`src/rtl/router_input_ctrl_if.sv`:
```
// -----------------------------------------------------------------------------
// router_input_ctrl_if
//   Groups the pin-side and arbiter-side signals of one router input-port
//   controller into a single bundle.
//
//   Parameters
//     NUM_PORTS  number of router output ports (power of 2, >= 2)
//
//   Signals
//     din              serial header/payload bit from the input pin
//     frame_n          active-low frame; rises together with the last payload bit
//     grant_in         per-output grants from the output arbiters
//     request_out      one-hot request to the addressed output arbiter
//     address_out      captured destination address
//     data_enable_out  din carries a valid payload bit this cycle
//     busy_out         controller is not idle
//     drop_out         one-cycle pulse when a packet is discarded on grant timeout
//
//   Modports
//     master  the input controller (consumes pins/grants, drives requests)
//     slave   the surroundings: input pins plus output arbiters
// -----------------------------------------------------------------------------
interface router_input_ctrl_if #(
  parameter int NUM_PORTS = 16
);
  localparam int ADDR_W = $clog2(NUM_PORTS);

  logic                 din;
  logic                 frame_n;
  logic [NUM_PORTS-1:0] grant_in;
  logic [NUM_PORTS-1:0] request_out;
  logic [ADDR_W-1:0]    address_out;
  logic                 data_enable_out;
  logic                 busy_out;
  logic                 drop_out;

  modport master (
    input  din,
    input  frame_n,
    input  grant_in,
    output request_out,
    output address_out,
    output data_enable_out,
    output busy_out,
    output drop_out
  );

  modport slave (
    output din,
    output frame_n,
    output grant_in,
    input  request_out,
    input  address_out,
    input  data_enable_out,
    input  busy_out,
    input  drop_out
  );
endinterface : router_input_ctrl_if

```
`src/rtl/router_input_ctrl.sv`:
```
// -----------------------------------------------------------------------------
// router_input_ctrl
//   Per-input-port header decoder and output requester for the NxN serial
//   router. One instance sits between each input port's pins and the
//   per-output arbiters.
//
//   After frame_n falls, the destination address is shifted in MSB first from
//   din (ADDR_W cycles including the cycle frame_n is first seen low). The
//   controller then raises a one-hot request towards the addressed output and
//   waits in a padding phase for at least PAD_MIN cycles and for that output's
//   grant. Once both hold, every following cycle is flagged as payload through
//   data_enable_out until the cycle frame_n is seen high again.
//
//   Optional feature (compile-time macro ROUTER_GRANT_TIMEOUT_EN):
//     When defined, a packet that waits GRANT_TIMEOUT padding cycles without a
//     grant is dropped: the request is withdrawn, drop_out pulses once and the
//     rest of the frame is swallowed. When undefined the controller waits for
//     its grant indefinitely and drop_out is tied low.
//
//   Parameters
//     NUM_PORTS      number of output ports (power of 2, >= 2)
//     PAD_MIN        minimum number of padding cycles before payload (>= 1)
//     GRANT_TIMEOUT  padding cycles without grant before drop (> PAD_MIN)
//     ADDR_W         header address width, derived from NUM_PORTS
//
//   Ports
//     clk    rising-edge clock
//     reset  synchronous, active-high reset
//     bus    router_input_ctrl_if.master: din, frame_n, grant_in in;
//            request_out, address_out, data_enable_out, busy_out, drop_out out
//
//   Every output is a register or a decode of registered state; no input
//   reaches an output combinationally.
// -----------------------------------------------------------------------------
module router_input_ctrl #(
  parameter  int NUM_PORTS     = 16,
  parameter  int PAD_MIN       = 1,
  parameter  int GRANT_TIMEOUT = 64,
  localparam int ADDR_W        = $clog2(NUM_PORTS)
) (
  input  logic                clk,
  input  logic                reset,
  router_input_ctrl_if.master bus
);

  // Padding counter is wide enough for the larger of the two thresholds.
  localparam int PAD_LIMIT = (PAD_MIN > GRANT_TIMEOUT) ? PAD_MIN : GRANT_TIMEOUT;
  localparam int PAD_W     = $clog2(PAD_LIMIT + 1);
  localparam int BIT_W     = $clog2(ADDR_W + 1);

  typedef enum logic [2:0] {
    ST_IDLE    = 3'd0,
    ST_ADDR    = 3'd1,
    ST_PAD     = 3'd2,
    ST_PAYLOAD = 3'd3,
    ST_DROP    = 3'd4
  } state_t;

  state_t            state_q;
  state_t            state_d;
  logic [ADDR_W-1:0] shift_q;        // header bits received so far
  logic [BIT_W-1:0]  bit_cnt_q;      // header bits received, valid in ADDR
  logic [ADDR_W-1:0] addr_q;         // destination, valid from PAD entry
  logic [PAD_W-1:0]  pad_cnt_q;      // current PAD cycle number, 1-based
  logic              frame_armed_q;  // frame_n seen high since reset

  logic [ADDR_W-1:0] hdr_word;       // header including this cycle's din bit
  logic              grant_hit;
  logic              pad_min_met;

  // ---------------------------------------------------------------------------
  // Header assembly and PAD exit conditions
  // ---------------------------------------------------------------------------
  always_comb begin
    // In IDLE the incoming bit is the MSB; in ADDR it is appended below the
    // bits already collected. The width cast drops nothing that matters
    // because at most ADDR_W bits are ever collected.
    if (state_q == ST_ADDR) begin
      hdr_word = ADDR_W'({shift_q, bus.din});
    end else begin
      hdr_word = ADDR_W'(bus.din);
    end
  end

  // Only the grant for our own output counts; the others belong to other
  // input controllers competing for different outputs.
  assign grant_hit   = bus.grant_in[addr_q];
  assign pad_min_met = (pad_cnt_q >= PAD_W'(PAD_MIN));

  // ---------------------------------------------------------------------------
  // State register
  // ---------------------------------------------------------------------------
  // NOTE: clocked blocks use non-blocking assignments so every register in the
  // design samples the values that existed before this clock edge.
  always_ff @(posedge clk) begin
    if (reset) begin
      state_q <= ST_IDLE;
    end else begin
      state_q <= state_d;
    end
  end

  // ---------------------------------------------------------------------------
  // Next-state logic
  // ---------------------------------------------------------------------------
  always_comb begin
    // NOTE: defaulting state_d before the case means no branch can leave it
    // unassigned, so no latch is inferred.
    state_d = state_q;

    unique case (state_q)
      ST_IDLE: begin
        // A frame left low across a reset is not a new frame: wait until
        // frame_n has been seen high at least once.
        if (!bus.frame_n && frame_armed_q) begin
          state_d = (ADDR_W == 1) ? ST_PAD : ST_ADDR;
        end
      end

      ST_ADDR: begin
        if (bus.frame_n) begin
          state_d = ST_IDLE;                      // frame aborted in header
        end else if (bit_cnt_q == BIT_W'(ADDR_W - 1)) begin
          state_d = ST_PAD;                       // this cycle holds the LSB
        end
      end

      ST_PAD: begin
        if (bus.frame_n) begin
          state_d = ST_IDLE;                      // frame aborted while waiting
        end else if (grant_hit && pad_min_met) begin
          state_d = ST_PAYLOAD;                   // grant wins over timeout
        end
`ifdef ROUTER_GRANT_TIMEOUT_EN
        else if (pad_cnt_q >= PAD_W'(GRANT_TIMEOUT)) begin
          state_d = ST_DROP;
        end
`endif
      end

      ST_PAYLOAD: begin
        // The bit sampled with frame_n high is still payload; we leave after it.
        if (bus.frame_n) begin
          state_d = ST_IDLE;
        end
      end

      ST_DROP: begin
        if (bus.frame_n) begin
          state_d = ST_IDLE;
        end
      end

      default: state_d = ST_IDLE;
    endcase
  end

  // ---------------------------------------------------------------------------
  // Datapath registers
  // ---------------------------------------------------------------------------
  always_ff @(posedge clk) begin
    if (reset) begin
      shift_q       <= '0;
      bit_cnt_q     <= '0;
      addr_q        <= '0;
      pad_cnt_q     <= '0;
      frame_armed_q <= 1'b0;
    end else begin
      // Every frame ends with frame_n sampled high, so once armed this stays
      // set until the next reset.
      frame_armed_q <= frame_armed_q | bus.frame_n;

      if (state_q == ST_IDLE || state_q == ST_ADDR) begin
        shift_q <= hdr_word;
      end

      if (state_d == ST_ADDR) begin
        bit_cnt_q <= (state_q == ST_ADDR) ? bit_cnt_q + BIT_W'(1) : BIT_W'(1);
      end else begin
        bit_cnt_q <= '0;
      end

      // Address is published on PAD entry and cleared whenever we go idle.
      if (state_d == ST_IDLE) begin
        addr_q <= '0;
      end else if (state_d == ST_PAD && state_q != ST_PAD) begin
        addr_q <= hdr_word;
      end

      // Counts 1, 2, 3 ... across PAD cycles and saturates instead of wrapping.
      if (state_d == ST_PAD) begin
        if (state_q != ST_PAD) begin
          pad_cnt_q <= PAD_W'(1);
        end else if (!(&pad_cnt_q)) begin
          pad_cnt_q <= pad_cnt_q + PAD_W'(1);
        end
      end else begin
        pad_cnt_q <= '0;
      end
    end
  end

  // ---------------------------------------------------------------------------
  // Drop pulse
  // ---------------------------------------------------------------------------
`ifdef ROUTER_GRANT_TIMEOUT_EN
  logic drop_q;

  always_ff @(posedge clk) begin
    if (reset) begin
      drop_q <= 1'b0;
    end else begin
      drop_q <= (state_q == ST_PAD) && (state_d == ST_DROP);
    end
  end

  assign bus.drop_out = drop_q;
`else
  assign bus.drop_out = 1'b0;
`endif

  // ---------------------------------------------------------------------------
  // Outputs decoded from registered state
  // ---------------------------------------------------------------------------
  // The request is held through PAYLOAD even if the grant drops; the arbiter
  // decides how long a grant persists.
  assign bus.request_out     = (state_q == ST_PAD || state_q == ST_PAYLOAD)
                               ? (NUM_PORTS'(1) << addr_q) : '0;
  assign bus.address_out     = addr_q;
  assign bus.data_enable_out = (state_q == ST_PAYLOAD);
  assign bus.busy_out        = (state_q != ST_IDLE);

  // ---------------------------------------------------------------------------
  // Structural invariants
  // ---------------------------------------------------------------------------
  a_request_onehot0 : assert property (@(posedge clk) disable iff (reset)
    $onehot0(bus.request_out));

  a_enable_has_request : assert property (@(posedge clk) disable iff (reset)
    bus.data_enable_out |-> (bus.request_out != '0));

endmodule : router_input_ctrl

```
`src/flat_wrapper.sv`:
```
// flat-port wrapper written by rule: the top's interface ports become plain ports
module router_input_ctrl_flat 
#(
  parameter  int NUM_PORTS     = 16,
  parameter  int PAD_MIN       = 1,
  parameter  int GRANT_TIMEOUT = 64,
  localparam int ADDR_W        = $clog2(NUM_PORTS)
)
  (clk, reset, bus_din, bus_frame_n, bus_grant_in, bus_request_out, bus_address_out, bus_data_enable_out, bus_busy_out, bus_drop_out);
  router_input_ctrl_if #(.NUM_PORTS(NUM_PORTS)) bus_i ();
  input  logic clk;
  input  logic reset;
  input wire logic [$bits(bus_i.din)-1:0] bus_din;
  input wire logic [$bits(bus_i.frame_n)-1:0] bus_frame_n;
  input wire logic [$bits(bus_i.grant_in)-1:0] bus_grant_in;
  output wire logic [$bits(bus_i.request_out)-1:0] bus_request_out;
  output wire logic [$bits(bus_i.address_out)-1:0] bus_address_out;
  output wire logic [$bits(bus_i.data_enable_out)-1:0] bus_data_enable_out;
  output wire logic [$bits(bus_i.busy_out)-1:0] bus_busy_out;
  output wire logic [$bits(bus_i.drop_out)-1:0] bus_drop_out;
  assign bus_i.din = bus_din;
  assign bus_i.frame_n = bus_frame_n;
  assign bus_i.grant_in = bus_grant_in;
  assign bus_request_out = bus_i.request_out;
  assign bus_address_out = bus_i.address_out;
  assign bus_data_enable_out = bus_i.data_enable_out;
  assign bus_busy_out = bus_i.busy_out;
  assign bus_drop_out = bus_i.drop_out;
  router_input_ctrl #(.NUM_PORTS(NUM_PORTS), .PAD_MIN(PAD_MIN), .GRANT_TIMEOUT(GRANT_TIMEOUT)) u_core (.clk(clk), .reset(reset), .bus(bus_i));
endmodule
```
`config.mk`:
```
export PLATFORM = sky130hd
export DESIGN_NAME = router_input_ctrl_flat
export DESIGN_NICKNAME = d
export VERILOG_FILES = /design/src/rtl/router_input_ctrl_if.sv /design/src/rtl/router_input_ctrl.sv /design/src/flat_wrapper.sv
export SDC_FILE = /design/constraint.sdc
export NUM_CORES = 1
export LEC_CHECK = 0
export ABC_AREA = 1
export BUFFER_PORTS_ARGS = -buffer_cell sky130_fd_sc_hd__buf_2
export CAP_MARGIN = 20
export CORE_MARGIN = 2
export CORE_UTILIZATION = 56
export CTS_BUF_LIST = sky130_fd_sc_hd__clkbuf_2
export DETAILED_ROUTE_END_ITERATION = 8
export PLACE_DENSITY = 0.85
export SLEW_MARGIN = 5
export SYNTH_ARGS = -nofsm -noshare
export SYNTH_HDL_FRONTEND = slang
export SYNTH_SLANG_ARGS = --single-unit
export TNS_END_PERCENT = 5
```
`constraint.sdc`:
```
create_clock -name clk -period 4.5 [get_ports clk]
set_clock_uncertainty 0.1 [all_clocks]
set_input_delay 0.225 -clock clk [delete_from_list [all_inputs] [get_ports clk]]
set_output_delay 0.225 -clock clk [all_outputs]
set_load 0.01 [all_outputs]
```
==> Word level (Yosys, flattened, before mapping) <==
Cells that the tools add are included.
{ "classes": {"bitwise_logic": 4, "addsub": 2, "eq_ne": 9, "mux": 14, "magnitude_cmp": 2, "shift": 1, "n_reduce_logical": 16} }
{ "op_table": {"columns": ["cell", "count"], "rows": [
  ["2-to-1 mux 3 bit", 6],
  ["2-to-1 mux 16 bit", 1],
  ["<< shifter 1 x 4 -> 16 bit (first input constant)", 1],
  ["== test 3 x 2 -> 1 bit (second input constant)", 4],
  ["one-hot mux 3 bit (4 select lines)", 1],
  ["OR reduction 2 bit", 4],
  ["adder 7 x 1 -> 7 bit (second input constant)", 1],
  [">= comparator 7 x 1 -> 1 bit (second input constant)", 1],
  ["AND reduction 7 bit", 1],
  ["== test 3 x 1 -> 1 bit (second input constant)", 2],
  ["zero test 3 bit", 2],
  ["OR reduction 3 bit", 2],
  ["< comparator 4 x 5 -> 1 bit (second input constant)", 1],
  ["binary-select mux 1 bit (select 4 bit)", 1],
  ["2-to-1 mux 1 bit", 4],
  ["2-to-1 mux 4 bit", 1],
  ["adder 3 x 1 -> 3 bit (second input constant)", 1],
  ["== test 3 bit (second input constant)", 1],
  ["logical AND 1 bit", 3],
  ["!= test 3 x 2 -> 1 bit (second input constant)", 1],
  ["inverter 1 bit", 3],
  ["nonzero test 3 bit", 1],
  ["logical OR 1 bit", 2],
  ["!= test 2 x 1 -> 1 bit (second input constant)", 1],
  ["other kinds (2)", 2]
]} }
{ "word_totals": {"ff_bits": 21, "wordCells": 56} }

==> Depth between registers and ports, before layout <==
Gate-level depths: netlist of run 1.
{ "depth": {"depth_word": 9, "ltp_mapped": 12, "depth_no_buf": 12} }

==> Worst setup path after synthesis of run 1 <==
Ideal clock, no wire load.
{ "synth_timing": {"path_type": "register to register", "startpoint": "register u_core.addr_q[0] (netlist: u_core.bus.address_out[0])", "endpoint": "register u_core.pad_cnt_q[1]", "synth_period_minus_slack_ns": 1.519, "stages_incl_launch_ff": 13, "t_arrival_ns": 1.302, "path_slack_ns": 2.981, "setup_ns": 0.117, "cell_sequence": "dfxtp_1 -> buf_2 -> nand2_1 -> nand2_1 -> nand2_1 -> nand3_1 -> nand3_1 -> nand2_1 -> nand2_1 -> nand2_2 -> nand2_1 -> nand4_2 -> nor2_1"} }
{ "synth_via": {"elab_chain_cells": 9} }
{ "synth_lines": {"columns": ["item", "line_no", "text"], "rows": [
  ["from (decl)", "router_input_ctrl.sv:63", "logic [ADDR_W-1:0] addr_q;"],
  ["from (signal assigned)", "router_input_ctrl.sv:187", "addr_q <= hdr_word;"],
  ["binary-select mux 1 bit (select 4 bit)", "router_input_ctrl.sv:87", "assign grant_hit = bus.grant_in[addr_q];"],
  ["2-to-1 mux 1 bit (implied by the code)", "router_input_ctrl.sv:87", null],
  ["logical AND 1 bit", "router_input_ctrl.sv:131", "end else if (grant_hit && pad_min_met) begin"],
  ["2-to-1 mux 3 bit", "router_input_ctrl.sv:131", null],
  ["2-to-1 mux 3 bit", "router_input_ctrl.sv:129", "if (bus.frame_n) begin"],
  ["one-hot mux 3 bit (4 select lines)", "router_input_ctrl.sv:111", "unique case (state_q)"],
  ["== test 3 x 2 -> 1 bit", "router_input_ctrl.sv:191", "if (state_d == ST_PAD) begin"],
  ["inverter 1 bit (no line)", null, null],
  ["OR reduction 3 bit (no line)", null, null],
  ["to (signal assigned)", "router_input_ctrl.sv:195", "pad_cnt_q <= pad_cnt_q + PAD_W'(1);"],
  ["to (decl)", "router_input_ctrl.sv:64", "logic [PAD_W-1:0] pad_cnt_q;"]
]} }
Every way passes these cells. The select of a mux whose other input is x is not followed.
A chain may end at the register's enable or synchronous reset.

==> Worst setup path after layout of run 1 <==
{ "layout_timing": {"startpoint": "register u_core.addr_q[0] (netlist: u_core.bus.address_out[0])", "endpoint": "output port bus_request_out[5]"} }
{ "layout_via": {"elab_chain_cells": 2} }
{ "layout_lines": {"columns": ["item", "line_no", "text"], "rows": [
  ["<< shifter 1 x 4 -> 16 bit", "router_input_ctrl.sv:228", "? (NUM_PORTS'(1) << addr_q) : '0;"],
  ["2-to-1 mux 16 bit", "router_input_ctrl.sv:228", null],
  ["to (decl)", "flat_wrapper.sv:16", "output wire logic [$bits(bus_i.request_out)-1:0] bus_request_out;"]
]} }
Every way passes these cells.

==> results of run 1 <==
==> Yosys cell counts, types with 2 or more instances <==
master	number	area [um2]
dfxtp_1	21	420
xor2_1	3	26.3
ha_1	4	50.1
a21oi_1	4	20.0
nand3_1	11	55.1
nand2_1	63	236
inv_2	5	18.8
nor2_4	2	22.5
nor2_1	40	150
nor4_1	2	12.5
o21ai_0	11	55.1
a21boi_1	4	30.0
buf_2	2	10.0
inv_1	23	86.3
==> worst max path at each step <==
stage | from | to | cells after the start | slack (ns)
global placement | u_core.bus.address_out[0] | u_core.pad_cnt_q[4] | 12 | 2.77
CTS | u_core.bus.address_out[0] | bus_request_out[5] | 5 | 2.60
detailed placement | u_core.bus.address_out[0] | u_core.pad_cnt_q[3] | 12 | 2.70
floorplan | u_core.bus.address_out[0] | u_core.pad_cnt_q[1] | 12 | 2.98
finish | u_core.bus.address_out[0] | bus_request_out[5] | 5 | 2.61
global route | u_core.bus.address_out[0] | bus_request_out[5] | 5 | 2.42
==> flip-flops by register name, summed over array words and instances, names as in the netlist <==
register                flops
u_core.bit_cnt_q            3
u_core.frame_armed_q        1
u_core.pad_cnt_q            7
u_core.bus.address_out      4
u_core.state_q              3
u_core.shift_q              3
==> worst min-delay path: cells and delay by family <==
kind / cells / cell delay, ns
buf+inv: 1 / 0.09
simple gates: 2 / 0.13
==> power breakdown <==
part | switching (uW) | internal, uW
combinational | 16.2 | 12.4
clock | 54.8 | 23.5
sequential | 1.27 | 188
total | 72.3 | 224
==> stage by stage <==
step	cell area (um2)	total power (uW)	hold slack (ns)	instances	setup slack (ns)
global route	1570	312	0.0325	279	2.42
global placement	1540	221	0.351	274	2.77
detailed placement	1540	221	0.351	274	2.70
floorplan	1320	209	0.194	209	2.98
CTS	1560	299	0.0120	278	2.60
finish	1570	297	0.0465	279	2.61
==> area by class of cell <==
cell class,count,area [um2],share of cell area (%)
inverter,28,105,6.70
timing repair buffer,42,215,13.7
clock buffer,4,20.0,1.28
multi-input combinational,156,772,49.2
sequential,21,420,26.8
tap,28,35.0,2.23
==> routing by layer <==
layer / global-route usage, % / up-vias
met5: 0 / -
met4: 8.97 / 0
met3: 2.86 / 5
met2: 35.8 / 52
met1: 27.9 / 595
li1: - / 734
==> cells by family after synthesis <==
logic type | count (synthesis) | share of synthesized area, %
AND/OR/NAND/NOR | 126 | 42.8
buffers and inverters | 32 | 9.58
AO/OA/AOI/OAI | 22 | 9.68
flip-flops | 21 | 31.9
adder cells (fa/ha/maj) | 4 | 3.80
XOR/XNOR | 3 | 1.99
other | 1 | 0.284
==> impl_metrics.ini, run 1 <==
[status]
outcome = completed

[timing]
fin_crit_ns = 1.89
tns_ns = 0
hold_viol = 0
setup_viol = 0
fin_crit_sh_pct = 42.1
rsz0062_at_grt = no
drv_slew = 0
fmax_mhz = 528

[job]
cap_viol_max_count = 0

[logic_synthesis]
yosys_warnings = 0
ys_types = 28
synth_edf_count = 0
ys_seq_area_share_pct = 31.9
syn-mean-instance-area_um2 = 6.31
async_reset_ff_share_pct = 0
synth-main-ff-cell = dfxtp_1
ys_seq_elements = 21
netlist_instances = 209
syn-num-nets = 233
syn-cell-area_mm2 = 0.00132

[route]
wl_um = 2790
drt_first_pass_iters = 4
wl_per_cell_um = 10.0
met1_length_um = 1320
drtIter0Drc = 43
wl_met3_um = 216
vias = 1386
viasPerCell = 4.97
dr.max_layer_used = met4
wl_met2_um = 1200
antenna_left = 0
drc = 0

[worst_setup_path]
endpoint_kind = output port
startpoint_type = flip-flop
crit_buf_inv = 2
worstSetupPathType = reg -> out
slowest_delay_ns = 0.59
crit_fanout = 13
crit_arrival_ns = 1.57
crit_required_ns = 4.18
r2r_cells = 12
r2r-end = u_core.pad_cnt_q[3]
path_cells = inv_2, nor2_1, nand2_1, nor2_1, buf_2
r2r_start = u_core.bus.address_out[0]
crit_top_cell = nor2_1
critical-path-top-delay-family = flip-flops
cp_slowest_cell = dfxtp_1
rrSetupSlack_ns = 2.68

[worst_hold_path]
hold_class = in -> reg
worstHoldEndpoint = u_core.shift_q[0]
min_path_cells = 3
min_from = bus_din

[cells_and_area]
drive_gt1_share_pct = 23.5
nFillCells = 205
antennaDiodeCount = 0
final_common_cell = nand2_1
nNetsFinal = 276
post-route-util_pct = 70.9
area.growth.synth_to_final_pct = 18.9
layout_common_cells = nand2_1, buf_2, nor2_1

[global_routing]
grt_pass1_wl_um = 4510
grt_max_degree = 14
antenna_found_initial = 0
grt_usage_pct = 21.6
first_global_vias = 1105
grt_remaining_overflow = 0

[clock_tree]
clk_pin_slew_worst_paths_ns = 0.18
clockBufferDepth = 2
cts-htree-levels = 1
post_cts_resized = 0
holdBufCountCts = 0
clk_latency_ns = 0.32
clock_sinks = 21
root_buffer = clkbuf_2
numCtsBuffers = 3
postCtsSetupBuffers = 0
cts_tree = yes

[floorplan]
die_h_um = 52.5
die-area_mm2 = 0.00276
row_count = 17
core_mm2 = 0.00221
start_util_pct = 59.6
die_x_um = 52.5
pin_count = 43

[place]
hpwlAfterDp_um = 2240
port_buffers = 41
gp_congestion = 0.853

[power]
cellPowerDensity_mw_per_mm2 = 189
vdd_ir_drop_max_mv = 0.182
leakage_uw = 0.000770
(Power assumes the default switching activity.)
==> run 2: changes to the inputs <==
--- a/config.mk
+++ b/config.mk
@@ -5,14 +5,14 @@
 export SDC_FILE = /design/constraint.sdc
 export NUM_CORES = 1
 export LEC_CHECK = 0
-export ABC_AREA = 1
+export ABC_AREA = 0
 export BUFFER_PORTS_ARGS = -buffer_cell sky130_fd_sc_hd__buf_2
 export CAP_MARGIN = 20
 export CORE_MARGIN = 2
-export CORE_UTILIZATION = 56
+export CORE_UTILIZATION = 47
 export CTS_BUF_LIST = sky130_fd_sc_hd__clkbuf_2
 export DETAILED_ROUTE_END_ITERATION = 8
-export PLACE_DENSITY = 0.85
+export PLACE_DENSITY = 0.76
 export SLEW_MARGIN = 5
 export SYNTH_ARGS = -nofsm -noshare
 export SYNTH_HDL_FRONTEND = slang
==> constraint.sdc (replaced) <==
create_clock -name clk -period 1.6 [get_ports clk]
set_clock_uncertainty 0.1 [all_clocks]
set_input_delay 0.08 -clock clk [delete_from_list [all_inputs] [get_ports clk]]
set_output_delay 0.08 -clock clk [all_outputs]
set_load 0.01 [all_outputs]
==> impl_metrics.ini, run 2 <==
[status]
outcome = finished, violations left
violations = setup timing

[worst_setup_path]
crit_fanout = 5
rrSetupSlack_ns = -0.35
crit_required_ns = 1.78
r2r_cells = 7
path_depth = 7
r2r-end = u_core.pad_cnt_q[0]
crit_arrival_ns = 2.13
r2r_start = u_core.pad_cnt_q[1]
cp_slowest_cell = dfxtp_2
endpoint_kind = flip-flop
startpoint = u_core.pad_cnt_q[1]
path_cells = buf_4, nor4_2, a211oi_2, o2111a_1, o31ai_4, buf_4, o311a_1
crit_buf_inv = 2
worstSetupPathType = reg -> reg
startpoint_type = flip-flop
slowest_delay_ns = 0.37
crit_end = u_core.pad_cnt_q[0]
crit_top_cell = buf_4
critical-path-top-delay-family = compound AO/OA/AOI/OAI gates

[floorplan]
die_x_um = 57.2
core_mm2 = 0.00271
die-area_mm2 = 0.00327
row_count = 19
pin_count = 43
die_h_um = 57.2
start_util_pct = 49.1

[global_routing]
grt_usage_pct = 23.8
antenna_found_initial = 0
grt_max_degree = 15
first_global_vias = 1470
grt_pass1_wl_um = 6190
grt_remaining_overflow = 0

[timing]
fin_crit_sh_pct = 122
fmax_mhz = 513
fin_crit_ns = 1.95
tns_ns = -5.05
hold_viol = 0
drv_slew = 0
finalWorstSetupSlack_ns = -0.349
rsz0062_at_grt = yes
setup_viol = 26

[cells_and_area]
largest_reg_flops = 7
nNetsFinal = 272
antennaDiodeCount = 0
area.growth.synth_to_final_pct = 54.0
final_common_cell = buf_2
layout_common_cells = buf_2, buf_4, nor2_1
nFillCells = 188
drive_gt1_share_pct = 51.0
finish.instance_area_mm2 = 0.00205
max_flop_register = u_core.pad_cnt_q

[route]
viasPerCell = 5.61
drt_first_pass_iters = 4
wl_per_cell_um = 14.5
drc = 0
drtIter0Drc = 55
antenna_left = 0
vias = 1560
wl_um = 4040

[logic_synthesis]
syn-mean-instance-area_um2 = 7.92
synthTopCellsByCount = nor2_1, dfxtp_1, nand2_1
ys_seq_area_share_pct = 31.6
synth.most_common_cell = nor2_1
syn-cell-area_mm2 = 0.00133
synth_edf_count = 0
ys_types = 42
ys_seq_elements = 21
synth-main-ff-cell = dfxtp_1
yosys_warnings = 0
synth.area.top_cells = dfxtp_1, nor2_1, a21oi_1
syn-num-nets = 192
netlist_instances = 168
synth_top_area_cell = dfxtp_1
async_reset_ff_share_pct = 0
synth_top_area_share_pct = 31.6

[power]
vdd_ir_drop_max_mv = 0.541
leakage_uw = 0.000862
cellPowerDensity_mw_per_mm2 = 430

[place]
hpwlAfterDp_um = 2880
gp_congestion = 0.798
placedInstanceArea_mm2 = 0.00180
preCtsSetupSlack_ns = -0.310
port_buffers = 41

[clock_tree]
clockBufferDepth = 2
clk_pin_slew_worst_paths_ns = 0.21
cts-htree-levels = 1
numCtsBuffers = 3
clk_latency_ns = 0.33
root_buffer = clkbuf_2
cts_tree = yes
clock_sinks = 21

[job]
cap_viol_max_count = 0

[worst_hold_path]
hold_class = in -> reg
==> run 2: layer usage <==
layer  track usage [%]  part of all wire [%]  routed length (um)  up-vias
li1                  -                     -                   -      763
met2              43.5                    52                2100       72
met4              9.63                   1.4                  58        0
met1              26.8                    39                1590      717
met3              4.99                   7.3                 294        8
met5                 0                     0                   0        -
==> run 2: worst min path at each step <==
stage,from,slack (ns),cells past startpoint,end
after global placement,bus_din,0.23,3,u_core.shift_q[0]
after CTS,bus_grant_in[2],0.32,5,u_core.bus.address_out[1]
after global routing,bus_grant_in[2],0.37,5,u_core.bus.address_out[1]
final,bus_grant_in[2],0.34,5,u_core.bus.address_out[1]
after detailed placement,bus_din,0.25,3,u_core.shift_q[0]
after floorplan,bus_frame_n,0.10,2,u_core.frame_armed_q
==> run 2: metrics by stage <==
step	hold slack, ns	cells	total power (uW)	utilization, %
final	0.341	278	881	75.6
after global routing	0.367	278	913	75.6
after CTS	0.323	275	865	70.5
after detailed placement	0.245	266	640	66.3
after global placement	0.234	266	636	66.3
after floorplan	0.101	168	593	-
==> run 2: kinds of logic after synthesis <==
group | synth area share, %
mux | 6.40
buf+inv | 5.36
fa+ha+maj | 3.76
xor+xnor | 2.63
flops | 31.6
compound gates | 18.9
other cells | 0.282
simple gates | 31.0
==> run 2: what timing repair did <==
| action | 4_1_cts | 5_1_grt |
|---|---|---|
| cloned | 0 | 0 |
| endpoints found under the setup margin | 32 | 33 |
| hold buffers | 4 | 0 |
| gates resized for setup | 18 | 25 |
| endpoints found under the hold margin | 9 | 0 |
| setup buffers | 1 | 4 |
| pin swaps | 16 | 11 |
==> run 2: worst reg2reg max path, cell delays in order (launching register included) <==
cell      delay, ns
dfxtp_2        0.37
buf_4          0.13
nor4_2         0.34
a211oi_2       0.14
o2111a_1       0.21
o31ai_4        0.30
buf_4          0.17
o311a_1        0.15
==> run 2: area by class of cell <==
type	instances	area (um2)	share of cell area [%]
multi-input cells	132	973	47.5
repair buffers	85	561	27.4
flip-flops and latches	21	434	21.2
well taps	31	38.8	1.89
inverters	5	21.3	1.04
clock buffers	3	15.0	0.733
clock inverters	1	5.00	0.244
==> run 2: where the power goes <==
part / switching, uW / internal (uW)
Clock: 169 / 56.6
Combinational: 60.4 / 62.8
Sequential: 4.33 / 528
